**config.mk**
```make
export PLATFORM = sky130hd
export DESIGN_NAME = axi_core_arbiter_flat
export DESIGN_NICKNAME = d
export VERILOG_FILES = /design/src/rtl/multicore_pkg.sv /design/src/rtl/axi_inf.sv /design/src/rtl/axi_rr_picker.sv /design/src/rtl/axi_core_arbiter.sv /design/src/flat_wrapper.sv
export SDC_FILE = /design/constraint.sdc
export NUM_CORES = 1
export LEC_CHECK = 0
export BUFFER_PORTS_ARGS = -buffer_cell sky130_fd_sc_hd__buf_2
export CAP_MARGIN = 20
export CORE_AREA = 5 5 204 206
export CTS_BUF_LIST = sky130_fd_sc_hd__clkbuf_8 sky130_fd_sc_hd__clkbuf_16
export CTS_CLUSTER_SIZE = 25
export DETAILED_ROUTE_END_ITERATION = 8
export DIE_AREA = 0 0 209 211
export MAX_ROUTING_LAYER = met4
export PLACE_DENSITY = 0.34
export SLEW_MARGIN = 5
export SYNTH_ARGS = -nofsm -noshare
export SYNTH_HDL_FRONTEND = slang
export SYNTH_SLANG_ARGS = --single-unit
```
**constraint.sdc**
```tcl
create_clock -name i_aclk -period 1.7 [get_ports i_aclk]
set_input_delay 0.255 -clock i_aclk [delete_from_list [all_inputs] [get_ports i_aclk]]
set_output_delay 0.255 -clock i_aclk [all_outputs]
set_load 0.02 [all_outputs]
```
**src/rtl/multicore_pkg.sv**
```systemverilog
// Shared types for the core-side AXI plumbing.
// Contents:
//   - AXI channel structs (ar/aw share one address-channel struct, plus w, r, b);
//   - arbiter FSM state enums for the read and write paths;
//   - one-hot grant encodings and a helper that maps an owner bit to a grant.
// Owner bit convention used throughout: 0 = instruction master, 1 = data master.
package multicore_pkg;

  localparam int AXI_ADDR_W = 32;
  localparam int AXI_DATA_W = 32;
  localparam int AXI_STRB_W = AXI_DATA_W / 8;

  localparam logic [1:0] GRANT_INSTR = 2'b01;
  localparam logic [1:0] GRANT_DATA  = 2'b10;

  localparam logic [1:0] AXI_RESP_OKAY   = 2'b00;
  localparam logic [1:0] AXI_RESP_SLVERR = 2'b10;

  typedef enum logic [1:0] {
    RD_IDLE = 2'd0,
    RD_ADDR = 2'd1,
    RD_DATA = 2'd2
  } arb_rd_state_t;

  typedef enum logic [1:0] {
    WR_IDLE = 2'd0,
    WR_ADDR = 2'd1,
    WR_DATA = 2'd2,
    WR_RESP = 2'd3
  } arb_wr_state_t;

  // Address channel (used for both ar and aw).
  typedef struct packed {
    logic                  valid;
    logic [AXI_ADDR_W-1:0] addr;
    logic [7:0]            len;
    logic [2:0]            size;
    logic [1:0]            burst;
  } axi_ax_t;

  typedef struct packed {
    logic                  valid;
    logic [AXI_DATA_W-1:0] data;
    logic [AXI_STRB_W-1:0] strb;
    logic                  last;
  } axi_w_t;

  typedef struct packed {
    logic                  valid;
    logic [AXI_DATA_W-1:0] data;
    logic [1:0]            resp;
    logic                  last;
  } axi_r_t;

  typedef struct packed {
    logic       valid;
    logic [1:0] resp;
  } axi_b_t;

  function automatic logic [1:0] grant_of(input logic owner);
    return owner ? GRANT_DATA : GRANT_INSTR;
  endfunction

endpackage

```
**src/rtl/axi_inf.sv**
```systemverilog
// Minimal AXI bundle connecting a cache controller, the arbiter and memory.
// Master drives: ar, aw, w, rready, bready.
// Slave drives:  arready, awready, wready, r, b.
// Handshake: a transfer happens on a rising clock edge where both valid and
// ready are high; a source keeps valid and its payload stable until then, and
// valid never waits on ready.
interface axi_inf;
  import multicore_pkg::*;

  axi_ax_t ar;
  logic    arready;
  axi_ax_t aw;
  logic    awready;
  axi_w_t  w;
  logic    wready;
  axi_r_t  r;
  logic    rready;
  axi_b_t  b;
  logic    bready;

  modport master (
    output ar, aw, w, rready, bready,
    input  arready, awready, wready, r, b
  );

  modport slave (
    input  ar, aw, w, rready, bready,
    output arready, awready, wready, r, b
  );
endinterface

```
**src/rtl/axi_rr_picker.sv**
```systemverilog
// Two-way picker with a last-winner register.
// Ports:
//   clk, rst : clock and synchronous active-high reset
//   req      : request vector, [0] instruction, [1] data
//   update   : pulse when the picked winner is actually granted
//   winner   : 0 = instruction, 1 = data (only meaningful when req != 0)
// With RR_ENABLE=1 a contention goes to the master that did not win last;
// with RR_ENABLE=0 data always beats instruction. A lone requester always wins.
module axi_rr_picker #(
  parameter bit RR_ENABLE = 1'b1
) (
  input  logic       clk,
  input  logic       rst,
  input  logic [1:0] req,
  input  logic       update,
  output logic       winner
);

  // Reset to "instruction won last" so data takes the first contention.
  logic last_winner;

  always_comb begin
    winner = req[1];
    if (req == 2'b11) begin
      winner = RR_ENABLE ? ~last_winner : 1'b1;
    end
  end

  always_ff @(posedge clk) begin
    if (rst) begin
      last_winner <= 1'b0;
    end else if (update) begin
      last_winner <= winner;
    end
  end

endmodule

```
**src/rtl/axi_core_arbiter.sv**
```systemverilog
// Merges the instruction-cache and data-cache AXI masters of a core onto one
// AXI master port. Read and write paths have independent FSMs and pickers;
// each grant covers one whole burst and is held until its final handshake.
// Ports:
//   i_aclk, i_areset : clock, synchronous active-high reset
//   s_instr, s_data  : upstream slave ports from the two cache controllers
//   m_axi            : merged downstream master port
//   o_rd_grant       : one-hot read owner ([0] instr, [1] data), 0 when idle
//   o_wr_grant       : one-hot write owner, same encoding
// Non-owners see ready/valid low; their r/b payload fields mirror m_axi and
// are don't-care. While nothing is in flight every downstream field is zero.
module axi_core_arbiter
  import multicore_pkg::*;
#(
  parameter bit RR_ENABLE = 1'b1
) (
  input  logic        i_aclk,
  input  logic        i_areset,
  axi_inf.slave       s_instr,
  axi_inf.slave       s_data,
  axi_inf.master      m_axi,
  output logic [1:0]  o_rd_grant,
  output logic [1:0]  o_wr_grant
);

  // ---------------------------------------------------------------- read path
  arb_rd_state_t rd_state;
  logic          rd_owner;
  logic [1:0]    rd_req;
  logic          rd_winner;
  logic          rd_start;
  axi_ax_t       rd_ar_sel;
  logic          rd_rready_sel;
  logic          rd_ar_hs;
  logic          rd_last_hs;

  assign rd_req        = {s_data.ar.valid, s_instr.ar.valid};
  assign rd_start      = (rd_state == RD_IDLE) && (|rd_req);
  assign rd_ar_sel     = rd_owner ? s_data.ar : s_instr.ar;
  assign rd_rready_sel = rd_owner ? s_data.rready : s_instr.rready;
  assign rd_ar_hs      = (rd_state == RD_ADDR) && m_axi.ar.valid && m_axi.arready;
  assign rd_last_hs    = (rd_state == RD_DATA) && m_axi.r.valid && m_axi.rready
                         && m_axi.r.last;

  axi_rr_picker #(.RR_ENABLE(RR_ENABLE)) u_rd_pick (
    .clk    (i_aclk),
    .rst    (i_areset),
    .req    (rd_req),
    .update (rd_start),
    .winner (rd_winner)
  );

  always_ff @(posedge i_aclk) begin
    if (i_areset) begin
      rd_state <= RD_IDLE;
      rd_owner <= 1'b0;
    end else begin
      unique case (rd_state)
        RD_IDLE: begin
          if (rd_start) begin
            rd_owner <= rd_winner;
            rd_state <= RD_ADDR;
          end
        end
        RD_ADDR: if (rd_ar_hs)   rd_state <= RD_DATA;
        RD_DATA: if (rd_last_hs) rd_state <= RD_IDLE;
        default: rd_state <= RD_IDLE;
      endcase
    end
  end

  always_comb begin
    m_axi.ar     = '0;
    m_axi.rready = 1'b0;
    if (rd_state == RD_ADDR) m_axi.ar     = rd_ar_sel;
    if (rd_state == RD_DATA) m_axi.rready = rd_rready_sel;
  end

  always_comb begin
    s_instr.arready = 1'b0;
    s_data.arready  = 1'b0;
    // Payload fans out to both; only the owner ever sees valid.
    s_instr.r       = m_axi.r;
    s_data.r        = m_axi.r;
    s_instr.r.valid = 1'b0;
    s_data.r.valid  = 1'b0;
    if (rd_state == RD_ADDR) begin
      if (rd_owner) s_data.arready  = m_axi.arready;
      else          s_instr.arready = m_axi.arready;
    end
    if (rd_state == RD_DATA) begin
      if (rd_owner) s_data.r.valid  = m_axi.r.valid;
      else          s_instr.r.valid = m_axi.r.valid;
    end
  end

  assign o_rd_grant = (rd_state == RD_IDLE) ? 2'b00 : grant_of(rd_owner);

  // --------------------------------------------------------------- write path
  arb_wr_state_t wr_state;
  logic          wr_owner;
  logic [1:0]    wr_req;
  logic          wr_winner;
  logic          wr_start;
  axi_ax_t       wr_aw_sel;
  axi_w_t        wr_w_sel;
  logic          wr_bready_sel;
  logic          wr_aw_hs;
  logic          wr_last_hs;
  logic          wr_b_hs;

  assign wr_req        = {s_data.aw.valid, s_instr.aw.valid};
  assign wr_start      = (wr_state == WR_IDLE) && (|wr_req);
  assign wr_aw_sel     = wr_owner ? s_data.aw : s_instr.aw;
  assign wr_w_sel      = wr_owner ? s_data.w : s_instr.w;
  assign wr_bready_sel = wr_owner ? s_data.bready : s_instr.bready;
  assign wr_aw_hs      = (wr_state == WR_ADDR) && m_axi.aw.valid && m_axi.awready;
  assign wr_last_hs    = (wr_state == WR_DATA) && m_axi.w.valid && m_axi.wready
                         && m_axi.w.last;
  assign wr_b_hs       = (wr_state == WR_RESP) && m_axi.b.valid && m_axi.bready;

  axi_rr_picker #(.RR_ENABLE(RR_ENABLE)) u_wr_pick (
    .clk    (i_aclk),
    .rst    (i_areset),
    .req    (wr_req),
    .update (wr_start),
    .winner (wr_winner)
  );

  always_ff @(posedge i_aclk) begin
    if (i_areset) begin
      wr_state <= WR_IDLE;
      wr_owner <= 1'b0;
    end else begin
      unique case (wr_state)
        WR_IDLE: begin
          if (wr_start) begin
            wr_owner <= wr_winner;
            wr_state <= WR_ADDR;
          end
        end
        WR_ADDR: if (wr_aw_hs)   wr_state <= WR_DATA;
        WR_DATA: if (wr_last_hs) wr_state <= WR_RESP;
        WR_RESP: if (wr_b_hs)    wr_state <= WR_IDLE;
        default: wr_state <= WR_IDLE;
      endcase
    end
  end

  // w is only opened after the aw handshake, so early write data from the
  // owner just waits with wready low.
  always_comb begin
    m_axi.aw     = '0;
    m_axi.w      = '0;
    m_axi.bready = 1'b0;
    if (wr_state == WR_ADDR) m_axi.aw     = wr_aw_sel;
    if (wr_state == WR_DATA) m_axi.w      = wr_w_sel;
    if (wr_state == WR_RESP) m_axi.bready = wr_bready_sel;
  end

  always_comb begin
    s_instr.awready = 1'b0;
    s_data.awready  = 1'b0;
    s_instr.wready  = 1'b0;
    s_data.wready   = 1'b0;
    s_instr.b       = m_axi.b;
    s_data.b        = m_axi.b;
    s_instr.b.valid = 1'b0;
    s_data.b.valid  = 1'b0;
    unique case (wr_state)
      WR_ADDR: begin
        if (wr_owner) s_data.awready  = m_axi.awready;
        else          s_instr.awready = m_axi.awready;
      end
      WR_DATA: begin
        if (wr_owner) s_data.wready  = m_axi.wready;
        else          s_instr.wready = m_axi.wready;
      end
      WR_RESP: begin
        if (wr_owner) s_data.b.valid  = m_axi.b.valid;
        else          s_instr.b.valid = m_axi.b.valid;
      end
      default: ;
    endcase
  end

  assign o_wr_grant = (wr_state == WR_IDLE) ? 2'b00 : grant_of(wr_owner);

endmodule

```
**src/flat_wrapper.sv**
```systemverilog
// flat-port wrapper written by rule: the top's interface ports become plain ports
module axi_core_arbiter_flat import multicore_pkg::*;
#(
  parameter bit RR_ENABLE = 1'b1
)
  (i_aclk, i_areset, o_rd_grant, o_wr_grant, s_instr_ar, s_instr_aw, s_instr_w, s_instr_rready, s_instr_bready, s_instr_arready, s_instr_awready, s_instr_wready, s_instr_r, s_instr_b, s_data_ar, s_data_aw, s_data_w, s_data_rready, s_data_bready, s_data_arready, s_data_awready, s_data_wready, s_data_r, s_data_b, m_axi_ar, m_axi_aw, m_axi_w, m_axi_rready, m_axi_bready, m_axi_arready, m_axi_awready, m_axi_wready, m_axi_r, m_axi_b);
  axi_inf s_instr_i ();
  axi_inf s_data_i ();
  axi_inf m_axi_i ();
  input  logic i_aclk;
  input  logic i_areset;
  output logic [1:0] o_rd_grant;
  output logic [1:0] o_wr_grant;
  input wire logic [$bits(s_instr_i.ar)-1:0] s_instr_ar;
  input wire logic [$bits(s_instr_i.aw)-1:0] s_instr_aw;
  input wire logic [$bits(s_instr_i.w)-1:0] s_instr_w;
  input wire logic [$bits(s_instr_i.rready)-1:0] s_instr_rready;
  input wire logic [$bits(s_instr_i.bready)-1:0] s_instr_bready;
  output wire logic [$bits(s_instr_i.arready)-1:0] s_instr_arready;
  output wire logic [$bits(s_instr_i.awready)-1:0] s_instr_awready;
  output wire logic [$bits(s_instr_i.wready)-1:0] s_instr_wready;
  output wire logic [$bits(s_instr_i.r)-1:0] s_instr_r;
  output wire logic [$bits(s_instr_i.b)-1:0] s_instr_b;
  input wire logic [$bits(s_data_i.ar)-1:0] s_data_ar;
  input wire logic [$bits(s_data_i.aw)-1:0] s_data_aw;
  input wire logic [$bits(s_data_i.w)-1:0] s_data_w;
  input wire logic [$bits(s_data_i.rready)-1:0] s_data_rready;
  input wire logic [$bits(s_data_i.bready)-1:0] s_data_bready;
  output wire logic [$bits(s_data_i.arready)-1:0] s_data_arready;
  output wire logic [$bits(s_data_i.awready)-1:0] s_data_awready;
  output wire logic [$bits(s_data_i.wready)-1:0] s_data_wready;
  output wire logic [$bits(s_data_i.r)-1:0] s_data_r;
  output wire logic [$bits(s_data_i.b)-1:0] s_data_b;
  output wire logic [$bits(m_axi_i.ar)-1:0] m_axi_ar;
  output wire logic [$bits(m_axi_i.aw)-1:0] m_axi_aw;
  output wire logic [$bits(m_axi_i.w)-1:0] m_axi_w;
  output wire logic [$bits(m_axi_i.rready)-1:0] m_axi_rready;
  output wire logic [$bits(m_axi_i.bready)-1:0] m_axi_bready;
  input wire logic [$bits(m_axi_i.arready)-1:0] m_axi_arready;
  input wire logic [$bits(m_axi_i.awready)-1:0] m_axi_awready;
  input wire logic [$bits(m_axi_i.wready)-1:0] m_axi_wready;
  input wire logic [$bits(m_axi_i.r)-1:0] m_axi_r;
  input wire logic [$bits(m_axi_i.b)-1:0] m_axi_b;
  assign s_instr_i.ar = s_instr_ar;
  assign s_instr_i.aw = s_instr_aw;
  assign s_instr_i.w = s_instr_w;
  assign s_instr_i.rready = s_instr_rready;
  assign s_instr_i.bready = s_instr_bready;
  assign s_instr_arready = s_instr_i.arready;
  assign s_instr_awready = s_instr_i.awready;
  assign s_instr_wready = s_instr_i.wready;
  assign s_instr_r = s_instr_i.r;
  assign s_instr_b = s_instr_i.b;
  assign s_data_i.ar = s_data_ar;
  assign s_data_i.aw = s_data_aw;
  assign s_data_i.w = s_data_w;
  assign s_data_i.rready = s_data_rready;
  assign s_data_i.bready = s_data_bready;
  assign s_data_arready = s_data_i.arready;
  assign s_data_awready = s_data_i.awready;
  assign s_data_wready = s_data_i.wready;
  assign s_data_r = s_data_i.r;
  assign s_data_b = s_data_i.b;
  assign m_axi_ar = m_axi_i.ar;
  assign m_axi_aw = m_axi_i.aw;
  assign m_axi_w = m_axi_i.w;
  assign m_axi_rready = m_axi_i.rready;
  assign m_axi_bready = m_axi_i.bready;
  assign m_axi_i.arready = m_axi_arready;
  assign m_axi_i.awready = m_axi_awready;
  assign m_axi_i.wready = m_axi_wready;
  assign m_axi_i.r = m_axi_r;
  assign m_axi_i.b = m_axi_b;
  axi_core_arbiter #(.RR_ENABLE(RR_ENABLE)) u_core (.i_aclk(i_aclk), .i_areset(i_areset), .s_instr(s_instr_i), .s_data(s_data_i), .m_axi(m_axi_i), .o_rd_grant(o_rd_grant), .o_wr_grant(o_wr_grant));
endmodule
```
==> results.cfg <==
[worst_setup_path]
crit_chain = buf_4 > buf_16 > mux2i_1 > buf_4 > nor2b_1 > buf_4
crit_buf_inv = 4
cpPeakStageDelay_ns = 0.36
r2r_setup_slack_ns = 0.20
cpMostUsedCell = buf_4
critical-path-top-delay-family = buffers and inverters
arrival_ns = 1.44
setup.worst_path.end_class = primary output
startpoint_type = register
cp_slowest_cell = dfxtp_4
crit_fanout = 12
criticalPathCategory = register to primary output
required_ns = 1.44

[timing]
maxSlewHeadroom_pct = 78.9
finalHoldViolations = 0
tightest_slew_ns = 0.308
rsz0062_at_grt = true
maxSlewViolCount = 0
clock_skew_ns = 0.000175
finalSetupViolations = 0
setup_slack_ns = 0.00358
min_period_over_period_pct = 99.8
fmax_ghz = 0.589
final.min_clock_period_ns = 1.70
fin_tns_setup_ns = 0

[placement]
finalWeightedCongestion = 0.867
dp.cells = 1284
io_buffers = 419
dp_slack_ns = -0.0193
place_area_um2 = 5350
dp_hpwl_um = 16400

[cts]
clock_sinks = 6
cts_hold_buf = 0
cts_tree = yes
clock-root-buffer = clkbuf_16
htree_levels = 1
worst_skew_pair.late_latency_ns = 0.23
path_clk_slew_ns = 0.04
numCtsBuffers = 3
clk_path_buf_depth = 2

[synth]
ys_seq_elements = 6
ys_seq_area_share_pct = 3.85
ys_warn_count = 0
synthArstFlopShare_pct = 0
syn_area_per_cell_um2 = 7.25
synth_cell_type_count = 25
syn_nets = 743
synth_cells = 430
synthFlopType = dfxtp_1
syn_area_um2 = 3120
synth_edf_count = 0

[die]
dieWidth_um = 209
design.core.area_um2 = 39500
initial_core_util_pct = 7.90
die_h_um = 211
ios = 528
die_area_um2 = 44100
rows = 73

[min_path]
hold_path_class = primary input to register

[global_route]
grt_max_degree = 30
track_usage_pct = 7.67
grt_pass1_vias = 4524
grt_overflow = 0
antenna_found_initial = 2
grt_pass1_wl_um = 25800

[run]
timing.max_cap.violations = 0

[drt]
vias = 4269
via_per_inst = 3.27
antenna_left = 0
drt_first_pass_iters = 6
wire_per_inst_um = 15.0
drtIter0Drc = 129
drc_errors = 0
routed_wl_um = 19600

[power_and_ir_drop]
fin_total_pwr_mw = 5.28
leakage_nw = 3.07
power_density_nw_per_um2 = 894
ir_drop_mv = 0.253

[finish]
nets = 1092
design_area_um2 = 5900
fillers = 4542
drive_gt1_share_pct = 61.4
area_delta_synth_final_pct = 89.4
instances_no_fill = 1304

[outcome]
status = complete, no violations
## registers in the layout, summed over array words and instances, names as in the netlist
signal	cells
u_core.wr_owner	1
u_core.rd_state	2
u_core.rd_owner	1
u_core.wr_state	2
## cells by family after synthesis
family / Yosys count / share of synthesized area, %
flops: 6 / 3.85
fa+ha+maj: 5 / 2.01
simple gates: 161 / 24.4
mux: 134 / 43.0
buf+inv: 111 / 23.8
compound gates: 13 / 2.97
## layout by cell type, fill, tap and decap left out, types with 3 or more instances in the layout
master / n
buf_2: 409
buf_12: 8
nor2_1: 91
nand2b_1: 3
dfxtp_2: 3
mux2i_1: 127
buf_16: 3
mux2i_2: 5
buf_4: 19
nand2_1: 6
clkbuf_16: 10
nor2b_1: 49
a21oi_1: 3
nor2b_2: 3
inv_1: 3
and3_1: 5
## final cells by class
class / instances / area (um2) / area share, %
Timing Repair Buffer: 449 / 2650 / 44.8
Multi-Input combinational cell: 313 / 2360 / 40.0
Antenna cell: 1 / 2.50 / 0.0424
Clock inverter: 1 / 3.75 / 0.0636
Tap cell: 525 / 657 / 11.1
Sequential cell: 6 / 131 / 2.23
Inverter: 6 / 27.5 / 0.466
Clock buffer: 3 / 75.1 / 1.27
## final timing paths
path	startpoint	endpoint	cells past startpoint
setup / recovery	u_core.wr_owner	m_axi_aw[28]	6
setup reg to reg	u_core.wr_owner	u_core.wr_state[1]	5
hold reg to reg	u_core.wr_state[1]	u_core.wr_state[1]	2
hold / removal	s_instr_ar[45]	u_core.rd_owner	2
## worst reg2reg max path: cells and delay by family, from the launching register on
family / cells / cell delay, ns
AOI/OAI and AO/OA: 2 / 0.59
DFF: 1 / 0.35
muxes: 2 / 0.33
buffers and inverters: 1 / 0.16
## cells in the mapped netlist (2+ instances only)
| cell type | instances | area (um2) |
|---|---|---|
| and3_1 | 5 | 31.3 |
| dfxtp_1 | 6 | 120 |
| o21ai_0 | 2 | 10.0 |
| nor2b_1 | 52 | 325 |
| mux2i_1 | 134 | 1340 |
| a311oi_1 | 2 | 17.5 |
| nand2_1 | 6 | 22.5 |
| ha_1 | 5 | 62.6 |
| buf_4 | 83 | 623 |
| buf_1 | 4 | 15.0 |
| a21oi_1 | 3 | 15.0 |
| buf_2 | 10 | 50.1 |
| nor2_1 | 92 | 345 |
| clkbuf_1 | 8 | 30.0 |
| inv_1 | 5 | 18.8 |
| nand2b_1 | 4 | 25.0 |
## through the flow
stage               hold WS, ns  util, %
floorplan                 0.324        -
global placement          0.490     13.6
detailed placement        0.489     13.6
CTS                       0.238     14.1
global route              0.249     15.0
finish                    0.247     15.0
## routing by layer
layer	up-vias	share of wire [%]	global-route usage (%)
met5	-	0	-
met4	0	1.8	1.17
met3	14	11	2.75
met2	371	52	15.0
met1	1830	35	7.39
li1	2054	-	-
## report_power, final
part           switching [mW]  internal, mW  leakage (nW)
Combinational            2.49          2.13          2.98
Sequential             0.0608         0.191        0.0517
Clock                   0.101         0.307        0.0423
## timing repair
action,4_1_cts,5_1_grt
gates cloned,1,8
endpoints found under the setup margin,112,100
setup buffers,0,7
gates resized for setup,35,21
pin swaps,0,2
(Power assumes the default switching activity.)
